===== src/rtl/hazard_pkg.sv =====
// rtl/hazard_pkg.sv - shared types and forwarding encodings for the hazard unit
package hazard_pkg;

   typedef enum logic {
      RUN  = 1'b0,
      WAIT = 1'b1
   } state_e;

   localparam logic [1:0] FWD_RF = 2'b00;
   localparam logic [1:0] FWD_W  = 2'b01;
   localparam logic [1:0] FWD_M  = 2'b10;

   // Memory beats Writeback because it holds the younger value of the register.
   function automatic logic [1:0] fwd_sel(input logic [4:0] rs,
                                          input logic [4:0] rd_m, input logic we_m,
                                          input logic [4:0] rd_w, input logic we_w);
      if (we_m && (rd_m != 5'd0) && (rd_m == rs)) return FWD_M;
      if (we_w && (rd_w != 5'd0) && (rd_w == rs)) return FWD_W;
      return FWD_RF;
   endfunction

endpackage


===== src/rtl/hazard_unit_if.sv =====
// rtl/hazard_unit_if.sv - pipeline-to-hazard-unit signal bundle
interface hazard_unit_if #(parameter int CNT_W = 16);

   logic [4:0]       Rs1D, Rs2D, Rs1E, Rs2E, RdE, RdM, RdW;
   logic             RegWriteM, RegWriteW, ResultSrcE0, PCSrcE;
   logic             MemReqM, MemReadyM, MemStartM;
   logic [1:0]       ForwardAE, ForwardBE;
   logic             StallF, StallD, StallE, StallM;
   logic             FlushD, FlushE, FlushW;
   logic [CNT_W-1:0] stall_cycles, flush_cycles;

   modport master (
      output Rs1D, Rs2D, Rs1E, Rs2E, RdE, RdM, RdW,
      output RegWriteM, RegWriteW, ResultSrcE0, PCSrcE, MemReqM, MemReadyM,
      input  MemStartM, ForwardAE, ForwardBE,
      input  StallF, StallD, StallE, StallM, FlushD, FlushE, FlushW,
      input  stall_cycles, flush_cycles
   );

   modport slave (
      input  Rs1D, Rs2D, Rs1E, Rs2E, RdE, RdM, RdW,
      input  RegWriteM, RegWriteW, ResultSrcE0, PCSrcE, MemReqM, MemReadyM,
      output MemStartM, ForwardAE, ForwardBE,
      output StallF, StallD, StallE, StallM, FlushD, FlushE, FlushW,
      output stall_cycles, flush_cycles
   );

endinterface


===== src/rtl/sat_counter.sv =====
// rtl/sat_counter.sv - up-counter that sticks at all-ones
module sat_counter #(
   parameter int width = 16
) (
   input  logic             clk,
   input  logic             reset,
   input  logic             inc,
   output logic [width-1:0] count
);

   logic [width-1:0] count_q, count_d;

   always_comb begin
      count_d = count_q;
      if (inc && (count_q != {width{1'b1}}))
         count_d = count_q + {{(width-1){1'b0}}, 1'b1};
   end

   always_ff @(posedge clk) begin
      if (!reset) count_q <= '0;
      else        count_q <= count_d;
   end

   assign count = count_q;

endmodule


===== src/rtl/hazard_unit.sv =====
// rtl/hazard_unit.sv - forwarding, load-use/branch hazards and data-memory wait control
import hazard_pkg::*;

module hazard_unit #(
   parameter int CNT_W = 16
) (
   input  logic         clk,
   input  logic         reset,
   hazard_unit_if.slave hz
);

   state_e           state_q, state_d;
   logic             lw_stall, mem_stall, stall_f, flush_d;
   logic [CNT_W-1:0] stall_cnt, flush_cnt;

   always_comb begin
      state_d = state_q;
      case (state_q)
         RUN:     if (hz.MemReqM)   state_d = WAIT;
         WAIT:    if (hz.MemReadyM) state_d = RUN;
         default: state_d = RUN;
      endcase
   end

   always_ff @(posedge clk) begin
      if (!reset) state_q <= RUN;
      else        state_q <= state_d;
   end

   always_comb begin
      lw_stall  = hz.ResultSrcE0 && (hz.RdE != 5'd0) &&
                  ((hz.RdE == hz.Rs1D) || (hz.RdE == hz.Rs2D));
      // Ready is ignored in RUN, so every access holds Memory for two cycles minimum.
      mem_stall = ((state_q == RUN) && hz.MemReqM) ||
                  ((state_q == WAIT) && !hz.MemReadyM);

      stall_f      = 1'b0;
      flush_d      = 1'b0;
      hz.StallD    = 1'b0;
      hz.StallE    = 1'b0;
      hz.StallM    = 1'b0;
      hz.FlushE    = 1'b0;
      hz.FlushW    = 1'b0;
      hz.MemStartM = 1'b0;
      hz.ForwardAE = FWD_RF;
      hz.ForwardBE = FWD_RF;

      if (!reset) begin
         flush_d   = 1'b1;
         hz.FlushE = 1'b1;
         hz.FlushW = 1'b1;
      end else begin
         hz.MemStartM = (state_q == RUN) && hz.MemReqM;
         hz.ForwardAE = fwd_sel(hz.Rs1E, hz.RdM, hz.RegWriteM, hz.RdW, hz.RegWriteW);
         hz.ForwardBE = fwd_sel(hz.Rs2E, hz.RdM, hz.RegWriteM, hz.RdW, hz.RegWriteW);
         if (mem_stall) begin
            // Freeze the whole pipe; a pending branch or load-use waits its turn.
            stall_f   = 1'b1;
            hz.StallD = 1'b1;
            hz.StallE = 1'b1;
            hz.StallM = 1'b1;
            hz.FlushW = 1'b1;
         end else begin
            stall_f   = lw_stall;
            hz.StallD = lw_stall;
            flush_d   = hz.PCSrcE;
            hz.FlushE = lw_stall || hz.PCSrcE;
         end
      end

      hz.StallF = stall_f;
      hz.FlushD = flush_d;
   end

   sat_counter #(.width(CNT_W)) u_stall_cnt (
      .clk   (clk),
      .reset (reset),
      .inc   (stall_f),
      .count (stall_cnt)
   );

   sat_counter #(.width(CNT_W)) u_flush_cnt (
      .clk   (clk),
      .reset (reset),
      .inc   (flush_d),
      .count (flush_cnt)
   );

   assign hz.stall_cycles = stall_cnt;
   assign hz.flush_cycles = flush_cnt;

endmodule


===== src/flat_wrapper.sv =====
// flat-port wrapper written by rule: the top's interface ports become plain ports
module hazard_unit_flat 
#(
   parameter int CNT_W = 16
)
  (clk, reset, hz_Rs1D, hz_Rs2D, hz_Rs1E, hz_Rs2E, hz_RdE, hz_RdM, hz_RdW, hz_RegWriteM, hz_RegWriteW, hz_ResultSrcE0, hz_PCSrcE, hz_MemReqM, hz_MemReadyM, hz_MemStartM, hz_ForwardAE, hz_ForwardBE, hz_StallF, hz_StallD, hz_StallE, hz_StallM, hz_FlushD, hz_FlushE, hz_FlushW, hz_stall_cycles, hz_flush_cycles);
  hazard_unit_if #(.CNT_W(CNT_W)) hz_i ();
  input  logic clk;
  input  logic reset;
  input wire logic [$bits(hz_i.Rs1D)-1:0] hz_Rs1D;
  input wire logic [$bits(hz_i.Rs2D)-1:0] hz_Rs2D;
  input wire logic [$bits(hz_i.Rs1E)-1:0] hz_Rs1E;
  input wire logic [$bits(hz_i.Rs2E)-1:0] hz_Rs2E;
  input wire logic [$bits(hz_i.RdE)-1:0] hz_RdE;
  input wire logic [$bits(hz_i.RdM)-1:0] hz_RdM;
  input wire logic [$bits(hz_i.RdW)-1:0] hz_RdW;
  input wire logic [$bits(hz_i.RegWriteM)-1:0] hz_RegWriteM;
  input wire logic [$bits(hz_i.RegWriteW)-1:0] hz_RegWriteW;
  input wire logic [$bits(hz_i.ResultSrcE0)-1:0] hz_ResultSrcE0;
  input wire logic [$bits(hz_i.PCSrcE)-1:0] hz_PCSrcE;
  input wire logic [$bits(hz_i.MemReqM)-1:0] hz_MemReqM;
  input wire logic [$bits(hz_i.MemReadyM)-1:0] hz_MemReadyM;
  output wire logic [$bits(hz_i.MemStartM)-1:0] hz_MemStartM;
  output wire logic [$bits(hz_i.ForwardAE)-1:0] hz_ForwardAE;
  output wire logic [$bits(hz_i.ForwardBE)-1:0] hz_ForwardBE;
  output wire logic [$bits(hz_i.StallF)-1:0] hz_StallF;
  output wire logic [$bits(hz_i.StallD)-1:0] hz_StallD;
  output wire logic [$bits(hz_i.StallE)-1:0] hz_StallE;
  output wire logic [$bits(hz_i.StallM)-1:0] hz_StallM;
  output wire logic [$bits(hz_i.FlushD)-1:0] hz_FlushD;
  output wire logic [$bits(hz_i.FlushE)-1:0] hz_FlushE;
  output wire logic [$bits(hz_i.FlushW)-1:0] hz_FlushW;
  output wire logic [$bits(hz_i.stall_cycles)-1:0] hz_stall_cycles;
  output wire logic [$bits(hz_i.flush_cycles)-1:0] hz_flush_cycles;
  assign hz_i.Rs1D = hz_Rs1D;
  assign hz_i.Rs2D = hz_Rs2D;
  assign hz_i.Rs1E = hz_Rs1E;
  assign hz_i.Rs2E = hz_Rs2E;
  assign hz_i.RdE = hz_RdE;
  assign hz_i.RdM = hz_RdM;
  assign hz_i.RdW = hz_RdW;
  assign hz_i.RegWriteM = hz_RegWriteM;
  assign hz_i.RegWriteW = hz_RegWriteW;
  assign hz_i.ResultSrcE0 = hz_ResultSrcE0;
  assign hz_i.PCSrcE = hz_PCSrcE;
  assign hz_i.MemReqM = hz_MemReqM;
  assign hz_i.MemReadyM = hz_MemReadyM;
  assign hz_MemStartM = hz_i.MemStartM;
  assign hz_ForwardAE = hz_i.ForwardAE;
  assign hz_ForwardBE = hz_i.ForwardBE;
  assign hz_StallF = hz_i.StallF;
  assign hz_StallD = hz_i.StallD;
  assign hz_StallE = hz_i.StallE;
  assign hz_StallM = hz_i.StallM;
  assign hz_FlushD = hz_i.FlushD;
  assign hz_FlushE = hz_i.FlushE;
  assign hz_FlushW = hz_i.FlushW;
  assign hz_stall_cycles = hz_i.stall_cycles;
  assign hz_flush_cycles = hz_i.flush_cycles;
  hazard_unit #(.CNT_W(CNT_W)) u_core (.clk(clk), .reset(reset), .hz(hz_i));
endmodule

===== config.mk =====
export PLATFORM = sky130hd
export DESIGN_NAME = hazard_unit_flat
export DESIGN_NICKNAME = d
export VERILOG_FILES = /design/src/rtl/hazard_pkg.sv /design/src/rtl/hazard_unit_if.sv /design/src/rtl/sat_counter.sv /design/src/rtl/hazard_unit.sv /design/src/flat_wrapper.sv
export SDC_FILE = /design/constraint.sdc
export NUM_CORES = 1
export LEC_CHECK = 0
export BUFFER_PORTS_ARGS = -buffer_cell sky130_fd_sc_hd__buf_2
export CAP_MARGIN = 20
export CORE_MARGIN = 2
export CORE_UTILIZATION = 49
export DETAILED_ROUTE_END_ITERATION = 6
export PLACE_DENSITY = 0.88
export SETUP_SLACK_MARGIN = 0.5
export SLEW_MARGIN = 20
export SYNTH_ARGS = -nofsm -noshare
export SYNTH_HDL_FRONTEND = slang
export SYNTH_HIERARCHICAL = 1
export SYNTH_SLANG_ARGS = --single-unit

===== constraint.sdc =====
create_clock -name clk -period 3.4 [get_ports clk]
set_clock_uncertainty 0.15 [all_clocks]
set_input_delay 0.51 -clock clk [delete_from_list [all_inputs] [get_ports clk]]
set_output_delay 0.51 -clock clk [all_outputs]
set_load 0.05 [all_outputs]

* After elaboration in Yosys (flattened, before gate mapping)
Cells that the tools add are included. Widths: inputs -> output; s select.
Storage, ports and cells: bits in registers 33, bits of input ports 43, output and inout port bits 44, logic and storage cells 66
Cells by class: $add $sub $neg 2, equality and inequality tests 8, mux-type cells 33, bitwise operators 1, reduce and logical (&&, ||, !) cells 19
Operator list (count):
- $add 16x1->16 const B | 2
- $ne 16x16->1 const B | 2
- $eq 5x5->1 | 6
- $mux 1 | 22
- $mux 2 | 10
- $reduce_bool 5->1 | 3
- $logic_and 1x1->1 | 12
- $logic_or 1x1->1 | 3
- $pmux 1 s2 | 1
- $logic_not 1->1 | 1
- $not 1->1 | 1

* Logic depth before layout (Yosys ltp)
Gate-level depths: netlist of the first run.
depth in word-level cells 10, depth in mapped cells 8, mapped depth without buffers 8

* Hierarchy
The synthesis of the first run kept the hierarchy.
Modules (own cells, without submodules):
- sat_counter | instances 2, cells an instance 97, area an instance 837.1 um^2, sequential area each 320.3 um^2
- hazard_unit | instances 1, cells an instance 68, area an instance 511.7 um^2, sequential area each 20.0 um^2

* Least setup slack after synthesis of the first run
Ideal clock, no wire load.
path kind input port to flip-flop, start input hz_RdE[3], end register u_core.u_stall_cnt.count_q[13] (netlist: u_core/u_stall_cnt/count[13]), library setup time 71 ps, arrival time 3744 ps, required time 3179 ps, setup slack -565 ps, stages 7, buffers on the path 0, cell sequence xor2_1 nor3_1 a22oi_1 o31ai_1 nand2_1 or4_1 a21oi_1
Between the ends: cells in the longest elaborated chain, start to end 6, elaborated cells on any way between the ends 9, those cells by class 2 x eq/ne; 2 x mux; 5 x reduce/logical
RTL lines:
- start: declaration | line flat_wrapper.sv:14 | input wire logic [$bits(hz_i.RdE)-1:0] hz_RdE;
- $eq 5x5->1 / $reduce_bool 5->1 (equally long branches) | line hazard_unit.sv:32, hazard_unit.sv:31
- $logic_or 1x1->1 / $logic_and 1x1->1 (equally long branches) | line hazard_unit.sv:32, hazard_unit.sv:31
- $logic_and 1x1->1 (*) | line hazard_unit.sv:31 | lw_stall = hz.ResultSrcE0 && (hz.RdE != 5'd0) &&
- $mux 1 (*) (2 in a row)
- net hz_StallD | line flat_wrapper.sv:27 | output wire logic [$bits(hz_i.StallD)-1:0] hz_StallD;
- $logic_and 1x1->1 (*) | line sat_counter.sv:15 | if (inc && (count_q != {width{1'b1}}))
- end signal: assignment | line sat_counter.sv:21 | else count_q <= count_d;
- end: declaration | line sat_counter.sv:11 | logic [width-1:0] count_q, count_d;
Mark *: on every way through the listed nets, which the timed path passes. The rest lies on a longest branch. A chain may end at the register's enable or synchronous reset.

* Final worst setup path of the first run
start input hz_RdM[1], end output hz_ForwardBE[0]
Between the ends: cells in the longest elaborated chain, start to end 7, elaborated cells on any way between the ends 8, those cells by class 1 x eq/ne; 4 x mux; 3 x reduce/logical
RTL lines:
- start: declaration | line flat_wrapper.sv:15 | input wire logic [$bits(hz_i.RdM)-1:0] hz_RdM;
- $reduce_bool 5->1 | line hazard_pkg.sv:17 | if (we_m && (rd_m != 5'd0) && (rd_m == rs)) return FWD_M;
- $logic_and 1x1->1 | line hazard_pkg.sv:17
- $logic_and 1x1->1 (*) | line hazard_pkg.sv:17
- $mux 1 (*) | line hazard_pkg.sv:17
- $mux 1 (*) | line hazard_unit.sv:48 | if (!reset) begin
- $mux 2 (*) | line hazard_pkg.sv:18 | if (we_w && (rd_w != 5'd0) && (rd_w == rs)) return FWD_W;
- $mux 2 (*) | line hazard_unit.sv:48
- end: declaration | line flat_wrapper.sv:25 | output wire logic [$bits(hz_i.ForwardBE)-1:0] hz_ForwardBE;
Every way passes the cells marked *; elsewhere a longest branch is shown, timed or not. The select of a mux whose other input is x is not followed.

==> results.md, run 1 <==
Synthesis:
- The most instantiated flip-flop cell in the synthesis netlist is sky130_fd_sc_hd__dfxtp_1.
- Yosys mapped the design onto 36 distinct sky130hd cell types.
- During synthesis, Yosys emitted a total of 6 warnings.
- The fraction of registers with async set or reset after synthesis is 0%.
- The number of cells produced by synthesis is 262.
- The average cell area after synthesis is 8.34 sq um.
- After synthesis the netlist holds a flip-flop and latch count of 33.
- The net count of the mapped netlist is 307.
- The synthesized design contains 0 enable-type register cells.
- The sequential area share after synthesis is 30.2%.
- Summing every instance area after synthesis gives 0.00219 sq mm.

Worst setup path:
- Data on the critical path arrives at its endpoint at 1.98 ns.
- The worst setup path is of the in2out kind.
- The cell count of the worst reg-to-reg path is 7.
- In this run the worst path has a maximum fanout of 3.
- The worst register-to-register path has a setup slack of 1.33 ns.
- The reg-to-reg endpoint is u_core/u_stall_cnt/count[13].
- At the worst endpoint, the required time is 2.74 ns.
- The category of the worst setup path capture point is an output port.
- The worst register-to-register path begins at u_core/state_q.
- STA classifies the critical path startpoint as an input port.

Clock tree:
- The post-CTS setup buffer count is 0.
- Clock tree synthesis found a total of 33 sinks.
- The number of instances resized during post-cts repair is 0.
- The number of buffers on the longest clock path is 2.
- Buffers inserted during clock tree synthesis total 5.
- After clock tree synthesis, the clock-pin slew on the worst setup and hold paths is 0.06 ns.
- Buffers inserted to repair hold after CTS numbered 0.
- The H-tree depth is 2.
- The clock insertion delay at the later pin of the skew report is 0.28 ns.
- The TritonCTS clock tree is yes.
- The tree is rooted in a sky130_fd_sc_hd__clkbuf_8.

Power and ir drop:
- After layout, the design draws a total of 862 uW.
- For this design the static power due to leakage is 1.17 nW.
- Dividing total power by cell area gives a power density of 312 mW/mm^2.
- Across the VDD grid, the largest voltage drop is 144 uV.

GRT:
- The first global-routing pass estimated 9340 microns of wire.
- The number of global-route vias before repair is 2201.
- The largest net degree at the start of global routing is 18.
- The initial antenna violation count is 0.
- After global routing the overflow that remains totals 0.
- The global-route usage over all layers is 22.7%.

Timing:
- Timing would allow up to 0.379 GHz.
- For the final routed database, the setup TNS stands at 0 ns.
- The ratio of final minimum period to clock period is 77.7%.
- The time the worst path needs with I/O delays and setup is 2.64 ns.
- The final count of hold timing violations is 0.
- The least setup slack across all paths after layout is 0.759 ns.
- The number of slew-limit violations in the final report is 0.
- Setup violations remaining at the end of the flow were counted as 0.
- Setup repair after global routing left no endpoint under its margin.
- Headroom to the max-slew limit came out at 56.4%.
- For the pin with the worst max-slew slack, the measured transition is 0.645 ns.

Hold path:
- The end of the worst hold path is u_core/u_stall_cnt/count[15].
- The class of the tightest hold or removal check is reg2reg.
- Counting instances, the worst hold path has a depth of 2.
- The worst hold path begins at u_core/u_stall_cnt/count[15].

Die:
- In this run the standard cell core region covers 0.00432 sq mm.
- The die is 70.8 microns tall.
- The initial utilization of the core area, before any placement, comes to 50.5%.
- The chip width is 70.8 microns.
- The die covers 0.00501 sq mm.
- 87 I/O pins were placed.
- The initialized floorplan defines 24 standard-cell rows.

Routing:
- The total via count in the routed design is 2319.
- The length of the first detailed-routing pass in iterations is 4.
- The detailed-route vias per instance is 5.74.
- The residual DRC count is 0.
- Summed over all layers, the routed wires come to 5580 microns.
- Once detail routing completed, the nets flagged for antenna violations numbered 0.
- Dividing the detail-routed wire length by the instance count gives 13.8 microns.
- In this run, the number of DRC markers left after iteration 0 of detailed routing was 125.

Cells and area:
- Of the cells placed in the final design, the portion with a size suffix greater than 1 is 30.1%.
- The library cells used most frequently in the layout, excluding fill and tap cells, are sky130_fd_sc_hd__buf_2, sky130_fd_sc_hd__dfxtp_1, sky130_fd_sc_hd__xor2_1.
- In the final design database the tool counted 397 nets.
- The number of antenna diodes in the final layout is 0.
- The total of fill cells in the finished design is 389.
- The area growth from synthesis to layout is 26.6%.
- The most frequent standard cell in the layout excluding fill and tap cells is sky130_fd_sc_hd__buf_2.

Place:
- OpenSTA, run right after detailed placement, puts the worst setup slack at 0.687 ns.
- The count of input and output buffers is 86.
- The weighted congestion at the end of routability-driven global placement is 0.796.
- Detailed placement finished with a half-perimeter wire length of 4330 microns.

Status:
- The flow ran to the end, and the final reports show no timing, DRC or antenna violations.

Flow run:
- The number of max-cap violations is 0.
## synth_stat cells (3+ instances only)
cell type,count,area (sq um)
sky130_fd_sc_hd__a21oi_1,20,100
sky130_fd_sc_hd__and4_1,6,52.6
sky130_fd_sc_hd__buf_4,4,30.0
sky130_fd_sc_hd__dfxtp_1,33,661
sky130_fd_sc_hd__inv_1,12,45.0
sky130_fd_sc_hd__mux2i_1,6,60.1
sky130_fd_sc_hd__nand2_1,23,86.3
sky130_fd_sc_hd__nand2b_1,4,25.0
sky130_fd_sc_hd__nand3_1,14,70.1
sky130_fd_sc_hd__nand4_1,6,37.5
sky130_fd_sc_hd__nor2_1,14,52.6
sky130_fd_sc_hd__nor3_1,6,30.0
sky130_fd_sc_hd__nor4_1,8,50.1
sky130_fd_sc_hd__nor4_2,4,50.1
sky130_fd_sc_hd__o211ai_1,3,22.5
sky130_fd_sc_hd__o21ai_0,9,45.0
sky130_fd_sc_hd__o31ai_1,12,90.1
sky130_fd_sc_hd__or3_1,4,25.0
sky130_fd_sc_hd__or4_1,14,105
sky130_fd_sc_hd__xnor2_1,8,70.1
sky130_fd_sc_hd__xor2_1,26,228
## worst max-delay path by stage
stage / start / endpoint / cells past startpoint
after floorplan: hz_RdM[1] / hz_ForwardAE[0] / 4
after global placement: hz_RdE[3] / u_core/u_stall_cnt/count[7] / 8
after detailed placement: hz_RdE[3] / u_core/u_stall_cnt/count[13] / 8
after CTS: hz_RdM[1] / hz_ForwardAE[0] / 6
after global routing: hz_RdE[1] / hz_StallF / 5
final: hz_RdM[1] / hz_ForwardBE[0] / 6
## report_power, final
part	leakage [nW]	switching (mW)	internal [mW]
sequential	0.267	0.00625	0.392
clock	0.0443	0.137	0.161
combinational	0.858	0.109	0.0573
total	1.17	0.252	0.610
## flip-flops by register name (all words and copies together), names as in the netlist
signal	flops
u_core/u_stall_cnt/count	16
u_core/u_flush_cnt/count	16
u_core/state_q	1
## cells by family (layout without fill, tap and decap cells)
family | after synthesis | after routing | synth area share, %
muxes | 6 | 6 | 2.75
xor gates and xnor gates | 34 | 34 | 13.6
AOI/OAI and AO/OA | 53 | 53 | 15.4
buffers and inverters | 18 | 108 | 3.78
DFF | 33 | 33 | 30.2
and+or+nand+nor | 116 | 116 | 33.1
adders and majority gates | 2 | 2 | 1.14
## metal layers
layer  wire length, microns  global-route usage [%]  share of wire [%]
met5                      0                       0                  0
met4                     64                    8.60                1.1
met3                    336                    3.85                6.0
met2                   2890                    41.5                 52
met1                   2290                    26.3                 41
## critical path, stage by stage
cell	delay [ns]
sky130_fd_sc_hd__buf_2	0.12
sky130_fd_sc_hd__or4_4	0.53
sky130_fd_sc_hd__o21ai_2	0.14
sky130_fd_sc_hd__nor4_1	0.11
sky130_fd_sc_hd__nor4_2	0.27
sky130_fd_sc_hd__buf_2	0.30
## layout make-up
cell class                 instances  area (sq um)  share of cell area, %
sequential                        33           661                   23.9
multi-input combinational        211          1460                   52.6
timing repair buffer              89           453                   16.4
clock buffer                       7          86.3                   3.12
inverter                          12          45.0                   1.63
tap                               52          65.1                   2.35
## through the flow
| stage | area [sq um] | std cells | hold WS [ns] | util, % |
|---|---|---|---|---|
| final | 2770 | 404 | 0.370 | 64.0 |
| after detailed placement | 2680 | 397 | 0.364 | 62.0 |
| after global routing | 2770 | 404 | 0.402 | 64.0 |
| after CTS | 2770 | 404 | 0.373 | 64.0 |
| after global placement | 2680 | 397 | 0.345 | 62.0 |
| after floorplan | 2200 | 262 | 0.493 | - |
Power figures use the tool's default switching activity.
==> run 2, diff against run 1 <==
--- a/config.mk
+++ b/config.mk
@@ -8,9 +8,9 @@
 export BUFFER_PORTS_ARGS = -buffer_cell sky130_fd_sc_hd__buf_2
 export CAP_MARGIN = 20
 export CORE_MARGIN = 2
-export CORE_UTILIZATION = 49
+export CORE_UTILIZATION = 44
 export DETAILED_ROUTE_END_ITERATION = 6
-export PLACE_DENSITY = 0.88
+export PLACE_DENSITY = 0.83
 export SETUP_SLACK_MARGIN = 0.5
 export SLEW_MARGIN = 20
 export SYNTH_ARGS = -nofsm -noshare
==> constraint.sdc (replaced) <==
create_clock -name clk -period 2.35 [get_ports clk]
set_clock_uncertainty 0.15 [all_clocks]
set_input_delay 0.3525 -clock clk [delete_from_list [all_inputs] [get_ports clk]]
set_output_delay 0.3525 -clock clk [all_outputs]
set_load 0.05 [all_outputs]
==> run 2 against run 1 <==
Via count increased by 8.0%. Die area is 11% higher. Register-to-register slack got worse by 1.0 ns. Final cell count rose by 9.9%. Critical path depth increased by 3. Setup slack got worse by 0.70 ns. Sequential cell count is the same. Design area rose by 30%. Sequential share of layout area shrank 4.7 points. Routed wire length up 20%. Count of clock-buffer cells in the layout is 1 higher.
==> results.md, run 2 (same netlist as run 1, synthesis figures left out) <==
Status:
- The flow ran to the end, and the final reports show no timing, DRC or antenna violations.

Die:
- The starting density of the core is 46.0% (-4.6 points).
- The die area came to 0.00555 sq mm (+11%).
- The chip width is 74.5 microns (+5.2%).
- The number of placement rows came to 25 (+4.2%).
- The overall die height is 74.5 microns (+5.2%).
- The area of the placeable core came to 0.00475 sq mm (+10%).
- The boundary pin count is 87 (unchanged).

Power and ir drop:
- The switching power is 413 uW (+64%).
- The sequential power share is 43.0% (-3.2 points).
- The ratio of total power to cell area is 374 mW/mm^2 (+20%).
- The part of the total power dissipated in the clock network is 30.5% (-4.0 points).
- The cell internal power dissipation is 930 uW (+53%).
- The combinational share of power was 26.5% (+7.2 points).
- The peak supply drop is 192 uV (+33%).
- The static leakage is 1.44 nW (+23%).
- The switching share of power is 30.8% (+1.5 points).

Cells and area:
- In the layout the commonest cells are sky130_fd_sc_hd__buf_2, sky130_fd_sc_hd__xor2_1, sky130_fd_sc_hd__buf_6.
- The net count of the finished layout is 421 (+6.0%).
- The post-synthesis to final-layout area growth is 64.3%.
- The antenna cell count came to 0 (unchanged).
- The total of fill cells in the finished design was 343 (-12%).
- The library cell used most frequently in the layout, excluding fill and tap cells, is sky130_fd_sc_hd__buf_2.
- The proportion of layout cells with a drive suffix above 1 is 52.0% (+22 points).

Timing:
- The tightest hold margin was 0.307 ns (-0.0630 ns).
- The total setup violations reported at the end of the flow is 0 (unchanged).
- The number of slew-limit violations in the final report was 0 (unchanged).
- The routed design could run at a clock period as short as 2.29 ns.
- Derived from the worst setup path, the maximum achievable clock frequency is 0.436 GHz.
- The final count of hold timing violations was 0 (unchanged).
- The final total negative setup slack is 0 ns (unchanged).
- The transition at the pin with the smallest max-transition slack is 0.535 ns (-0.110 ns).
- The worst max-slew margin expressed relative to the limit is 64.3% (+7.9 points).
- Setup repair after global routing could not meet its margin everywhere.
- In the finished design, the share of the clock period the worst path needs comes to 97.6%.
- The least setup slack across all paths after layout came to 0.0572 ns (-0.702 ns).

Clock tree:
- The number of buffers added by the clock tree synthesis step is 5 (unchanged).
- The clock tree root driver cell is sky130_fd_sc_hd__clkbuf_8.
- The TritonCTS clock tree is yes.
- The clock-pin slew of the registers on the worst-case setup and hold paths was 0.07 ns (about the same).
- The number of buffers added to fix hold violations after cts is 0 (unchanged).
- The number of buffers on the longest clock path was 2 (unchanged).
- The H-tree depth was 2 (unchanged).
- The CTS sink count came to 33 (unchanged).
- The clock insertion delay at the later pin of the skew report came to 0.28 ns (about the same).

Routing:
- The residual DRC count is 0 (unchanged).
- The routed length per instance is 15.1 microns (+9.4%).
- The detailed-route vias per instance came to 5.64 (-1.8%).
- The total via count in the routed design was 2504 (+8.0%).
- The number of DRC markers in iteration 0 is 95 (-24%).
- The length of the first detailed-routing pass in iterations is 4 (unchanged).
- The aggregate routed wire length is 6710 microns (+20%).
- The post-route antenna net violation count is 0 (unchanged).

GRT:
- The number of global-route vias before repair came to 2260 (+2.7%).
- The largest net degree at the start of global routing is 18 (unchanged).
- The global-route usage over all layers came to 23.1% (+0.45 points).
- The first-pass GRT wire length is 10000 microns (+7.3%).
- The initial antenna violation count came to 0 (unchanged).
- The global route total overflow is 0 (unchanged).

Hold path:
- The class of the tightest hold or removal check is in2reg.
- The startpoint of the lowest-slack hold path is hz_MemReadyM.

Worst setup path:
- The class of the most critical setup path is in2out.
- The critical-path maximum fanout is 4 (+1).
- The critical path goes through buf_8, or4_4, o21ai_2, buf_6, o31ai_4, buf_6, buf_6, buf_6, buf_8.
- The critical path's most frequent cell is sky130_fd_sc_hd__buf_6.
- The buffers plus inverters on the worst setup path is 6 (+4).
- The critical path's top delay family is buffers and inverters.
- The largest stage delay on the critical path came to 0.52 ns (about the same).
- The element type at the critical path start is an input port.
- The data arrival time of the critical path is 1.79 ns (-0.19 ns).
- The category of the worst setup path capture point is an output port.
- Tracing the worst setup path back leads to its startpoint at hz_RdE[3].
- The critical path data required time came to 1.85 ns (-0.89 ns).
- On the critical path, the stage with the largest delay is an instance of sky130_fd_sc_hd__or4_4.
- The startpoint identified for the worst register-to-register timing path is u_core/u_stall_cnt/count[10].

Place:
- The count of input and output buffers came to 86 (unchanged).
- The placed wire-length estimate after detailed placement is 4290 microns (-1.0%).
- The worst setup timing slack at the placement stage is -0.169 ns (-0.855 ns).
- The weighted congestion at the end of routability-driven global placement was 0.859 (+8.0%).

Flow run:
- The number of max-cap violations is 0 (unchanged).
## run 2: cell count changes in the layout (fill, tap and decap cells not counted), moves of 7 or more
cell                      previous run  this run
sky130_fd_sc_hd__buf_4               3        19
sky130_fd_sc_hd__dfxtp_1            33        15
sky130_fd_sc_hd__nor4_4              0         7
sky130_fd_sc_hd__buf_2              86        63
sky130_fd_sc_hd__buf_8               0         7
sky130_fd_sc_hd__dfxtp_2             0        16
sky130_fd_sc_hd__buf_6               0        23
sky130_fd_sc_hd__nor4_1              8         1
## run 2: timing repair
action | in CTS | in global routing
gates resized for setup | 79 | 45
endpoints found under the setup margin | 26 | 36
buffers inserted | 9 | 11
gates cloned | 0 | 0
pin swaps | 22 | 22
## run 2: worst min-delay path, cell delays in order
cell and delay [ns]:
sky130_fd_sc_hd__buf_2 0.12, sky130_fd_sc_hd__a21oi_4 0.07, sky130_fd_sc_hd__nand2_2 0.11, sky130_fd_sc_hd__inv_1 0.04
## run 2: power by group through the flow
stage                     Clock [mW]  Combinational, mW  Sequential [mW]
after global routing           0.439              0.377            0.579
after global placement             0              0.254            0.588
after floorplan                    0              0.144            0.609
final                          0.409              0.356            0.578
after CTS                      0.421              0.308            0.576
after detailed placement           0              0.259            0.588
## run 2: path summary, 6_finish.rpt
path	slack [ns]	endpoint	cells after the start
setup / recovery	0.06	hz_StallF	9
hold / removal	0.31	u_core/state_q	4
setup reg to reg	0.32	u_core/u_stall_cnt/count[13]	4
hold reg to reg	0.34	u_core/u_flush_cnt/count[9]	2
## run 2: final cells by class
cell class	count	area, sq um	share of cell area [%]
multi-input cells	211	1850	51.4
clock buffers	8	80.1	2.23
repair buffers	113	842	23.4
flip-flops and latches	33	688	19.2
inverters	12	52.6	1.46
well taps	67	83.8	2.33
## run 2: per-layer routing
metal | vias to the layer above | GRT usage [%] | routed length [microns]
met5 | - | 0 | 0
li1 | 1211 | - | -
met3 | 13 | 5.69 | 497
met1 | 1171 | 28.8 | 2730
met2 | 109 | 39.1 | 3370
met4 | 0 | 7.74 | 119
## run 2: metrics by stage
step	cells	util [%]	total power [mW]	cell area, sq um
3_3_place_gp	416	59.5	0.842	2830
3_5_place_dp	416	59.5	0.847	2830
6_report	444	75.6	1.34	3590
5_1_grt	444	75.6	1.39	3590
4_1_cts	433	69.3	1.31	3300
2_1_floorplan	262	-	0.753	2300
==> run 3, diff against run 2 <==
--- a/config.mk
+++ b/config.mk
@@ -5,12 +5,13 @@
 export SDC_FILE = /design/constraint.sdc
 export NUM_CORES = 1
 export LEC_CHECK = 0
+export ABC_AREA = 1
 export BUFFER_PORTS_ARGS = -buffer_cell sky130_fd_sc_hd__buf_2
 export CAP_MARGIN = 20
 export CORE_MARGIN = 2
-export CORE_UTILIZATION = 44
+export CORE_UTILIZATION = 46
 export DETAILED_ROUTE_END_ITERATION = 6
-export PLACE_DENSITY = 0.83
+export PLACE_DENSITY = 0.84
 export SETUP_SLACK_MARGIN = 0.5
 export SLEW_MARGIN = 20
 export SYNTH_ARGS = -nofsm -noshare
==> run 3 against run 2 <==
Fmax is 24% higher. Critical path depth down 3. Sequential power hardly changed. Count of clock-buffer cells in the layout shrank 1. Final cell count rose by 32%. Critical endpoint is now hz_StallD. Largest power group unchanged.
==> results.md, run 3 <==
GRT:
- The global route total overflow is 0 (unchanged).
- The first-pass GRT wire length is 10800 microns (+8.1%).
- The global-route usage over all layers is 21.2% (-1.9 points).
- The largest net degree at the start of global routing is 20 (+2).
- The number of global-route vias before repair was 2608 (+15%).
- The initial antenna violation count is 0 (unchanged).

Synthesis:
- After synthesis, the cell types taking the most area are sky130_fd_sc_hd__dfxtp_1, sky130_fd_sc_hd__nand2_1, sky130_fd_sc_hd__nor2_1, sky130_fd_sc_hd__xnor2_1, sky130_fd_sc_hd__nand3_1.
- The synthesized design spends more area on one cell type than any other, namely sky130_fd_sc_hd__dfxtp_1.
- The register bit total from synthesis is 33 (unchanged).
- The sequential area share after synthesis is 25.4% (-4.8 points).
- By count the netlist is led by sky130_fd_sc_hd__nand2_1, sky130_fd_sc_hd__nor2_1, sky130_fd_sc_hd__inv_1.
- The cell area after synthesis is 0.00260 sq mm (+19%).
- The average cell area after synthesis is 6.23 sq um (-25%).
- The net count of the mapped netlist is 462 (+50%).
- The number of synthesis warnings is 6 (unchanged).
- The share of Yosys cell area claimed by the top area cell type is 25.4% (-4.8 points).
- In the synthesized netlist the dominant register cell turns out to be sky130_fd_sc_hd__dfxtp_1.
- In the post-synthesis netlist, the cell with the most instances is sky130_fd_sc_hd__nand2_1.
- The number of enable flip-flop cells after synthesis is 0 (unchanged).
- The number of library cell types mapped by synthesis is 25 (-31%).
- The number of cells produced by synthesis is 417 (+59%).
- The fraction of registers with async set or reset after synthesis is 0% (unchanged).

Routing:
- The number of DRC markers in iteration 0 is 192 (+100%).
- The total via count in the routed design was 2914 (+16%).
- The routed length per instance is 11.4 microns (-25%).
- The residual DRC count is 0 (unchanged).
- The length of the first detailed-routing pass in iterations is 4 (unchanged).
- The aggregate routed wire length is 6680 microns (-0.40%).
- The post-route antenna net violation count came to 0 (unchanged).
- The detailed-route vias per instance is 4.97 (-12%).

Clock tree:
- The CTS sink count was 33 (unchanged).
- The clock insertion delay at the later pin of the skew report is 0.29 ns (about the same).
- The clock tree root driver cell is sky130_fd_sc_hd__clkbuf_8.
- The number of buffers added by the clock tree synthesis step is 5 (unchanged).
- The number of buffers added to fix hold violations after cts came to 0 (unchanged).
- The clock-pin slew of the registers on the worst-case setup and hold paths is 0.07 ns (about the same).
- The TritonCTS clock tree is yes.
- The number of buffers on the longest clock path is 2 (unchanged).
- The H-tree depth is 2 (unchanged).

Cells and area:
- The final standard cell utilization of the core is 62.7% (-13 points).
- The net count of the finished layout is 558 (+33%).
- The final design instance area without fill was 0.00343 sq mm (-4.5%).
- The antenna cell count was 0 (unchanged).
- The total of fill cells in the finished design is 492 (+43%).
- In the layout the commonest cells are sky130_fd_sc_hd__nand2_1, sky130_fd_sc_hd__nor2_1, sky130_fd_sc_hd__buf_2.
- The area of all sequential standard cells is 664 sq um (-3.5%).
- The area of the multi-input gates is 0.00183 sq mm (-0.75%).
- The library cell used most frequently in the layout, excluding fill and tap cells, is sky130_fd_sc_hd__nand2_1.
- The proportion of layout cells with a drive suffix above 1 is 33.5% (-19 points).
- The post-synthesis to final-layout area growth is 32.1%.

Die:
- The overall die height is 79.2 microns (+6.3%).
- The boundary pin count is 87 (unchanged).
- The number of placement rows is 27 (+8.0%).
- The area of the placeable core is 0.00547 sq mm (+15%).
- The starting density of the core came to 47.5% (+1.5 points).
- The chip width was 79.2 microns (+6.3%).
- The die area came to 0.00627 sq mm (+13%).

Power and ir drop:
- The ratio of total power to cell area was 436 mW/mm^2 (+17%).
- The peak supply drop is 217 uV (+13%).
- The static leakage was 1.69 nW (+17%).

Flow run:
- The number of max-cap violations came to 0 (unchanged).

Worst setup path:
- The class of the most critical setup path is reg2out.
- STA classifies the critical path endpoint as an output port.
- STA classifies the critical path startpoint as a flip-flop.
- The critical path data required time came to 1.85 ns (about the same).
- In this run the worst setup path begins at u_core/state_q.
- The critical-path maximum fanout is 5 (+1).
- The data arrival time of the critical path is 1.34 ns (-0.45 ns).
- The startpoint identified for the worst register-to-register timing path is u_core/state_q.

Status:
- The run finished with clean final reports.

Place:
- The count of input and output buffers is 86 (unchanged).
- The placement-stage cell area is 0.00310 sq mm (+9.6%).
- The worst setup timing slack at the placement stage is 0.241 ns (+0.409 ns).
- The weighted congestion at the end of routability-driven global placement is 0.893 (+3.9%).
- The placed wire-length estimate after detailed placement is 5080 microns (+19%).

Timing:
- Setup repair after global routing could not meet its margin everywhere.
- The ratio of final minimum period to clock period is 78.6% (-19 points).
- The least setup slack across all paths after layout was 0.503 ns (+0.446 ns).
- The final count of hold timing violations came to 0 (unchanged).
- The number of slew-limit violations in the final report is 0 (unchanged).
- The fmax is 0.541 GHz (+24%).
- The transition at the pin with the smallest max-transition slack is 0.333 ns (-0.202 ns).
- The total setup violations reported at the end of the flow came to 0 (unchanged).
- The time the worst path needs with I/O delays and setup came to 1.85 ns (-0.446 ns).
- The worst max-slew margin expressed relative to the limit is 77.8% (+14 points).
- The final total negative setup slack was 0 ns (unchanged).

Hold path:
- The startpoint of the lowest-slack hold path is hz_MemReadyM.
- The class of the tightest hold or removal check is in2reg.
[run 3: area by class of cell]
class,instances,share of cell area [%]
Clock buffer,7,2.52
Clock inverter,1,0.875
Inverter,38,4.23
Multi-Input combinational cell,339,53.4
Sequential cell,33,19.4
Tap cell,72,2.62
Timing Repair Buffer,96,17.0
[run 3: cell families after synthesis]
| family | Yosys count | synth area share (%) |
|---|---|---|
| AO/OA/AOI/OAI | 23 | 4.57 |
| XOR/XNOR | 21 | 7.08 |
| adder cells (fa/ha/maj) | 2 | 0.963 |
| buffers and inverters | 46 | 9.24 |
| flip-flops | 33 | 25.4 |
| AND/OR/NAND/NOR | 292 | 52.7 |
[run 3: layer usage]
metal	vias up	track usage [%]	wire, microns
met5	-	0	0
met4	0	6.55	59
met3	6	4.66	467
met2	104	39.0	3360
met1	1315	24.4	2790
li1	1489	-	-
[run 3: final timing paths]
path	end	depth (start not counted)	slack [ns]
worst max-delay path	hz_StallD	6	0.50
worst min-delay path	u_core/state_q	5	0.33
worst max register to register	u_core/u_stall_cnt/count[13]	12	0.58
worst min register to register	u_core/u_stall_cnt/count[1]	2	0.37
[run 3: power breakdown]
group          internal, mW  leakage [nW]  switching, mW  total, mW
sequential            0.569         0.268         0.0117      0.580
clock                 0.346        0.0585          0.215      0.561
combinational         0.140          1.36          0.215      0.354
[run 3: critical path, stage by stage, from the launching register on]
cell	delay (ns)
sky130_fd_sc_hd__dfxtp_4	0.37
sky130_fd_sc_hd__o21ai_4	0.19
sky130_fd_sc_hd__buf_12	0.14
sky130_fd_sc_hd__nor2_4	0.04
sky130_fd_sc_hd__inv_4	0.09
sky130_fd_sc_hd__nand2_8	0.07
sky130_fd_sc_hd__buf_8	0.15
[run 3: metrics by stage]
step                hold slack, ns  power, mW  cells
floorplan                    0.373      0.820    417
global placement             0.357      0.891    569
detailed placement           0.359      0.898    569
CTS                          0.246       1.47    579
global route                 0.332       1.57    586
finish                       0.334       1.50    586
[run 3: repair_timing]
action | in CTS | in global routing
resized for setup | 12 | 29
gates cloned | 0 | 1
pin swaps | 0 | 12
setup buffers | 2 | 6
endpoints found under the setup margin | 5 | 15
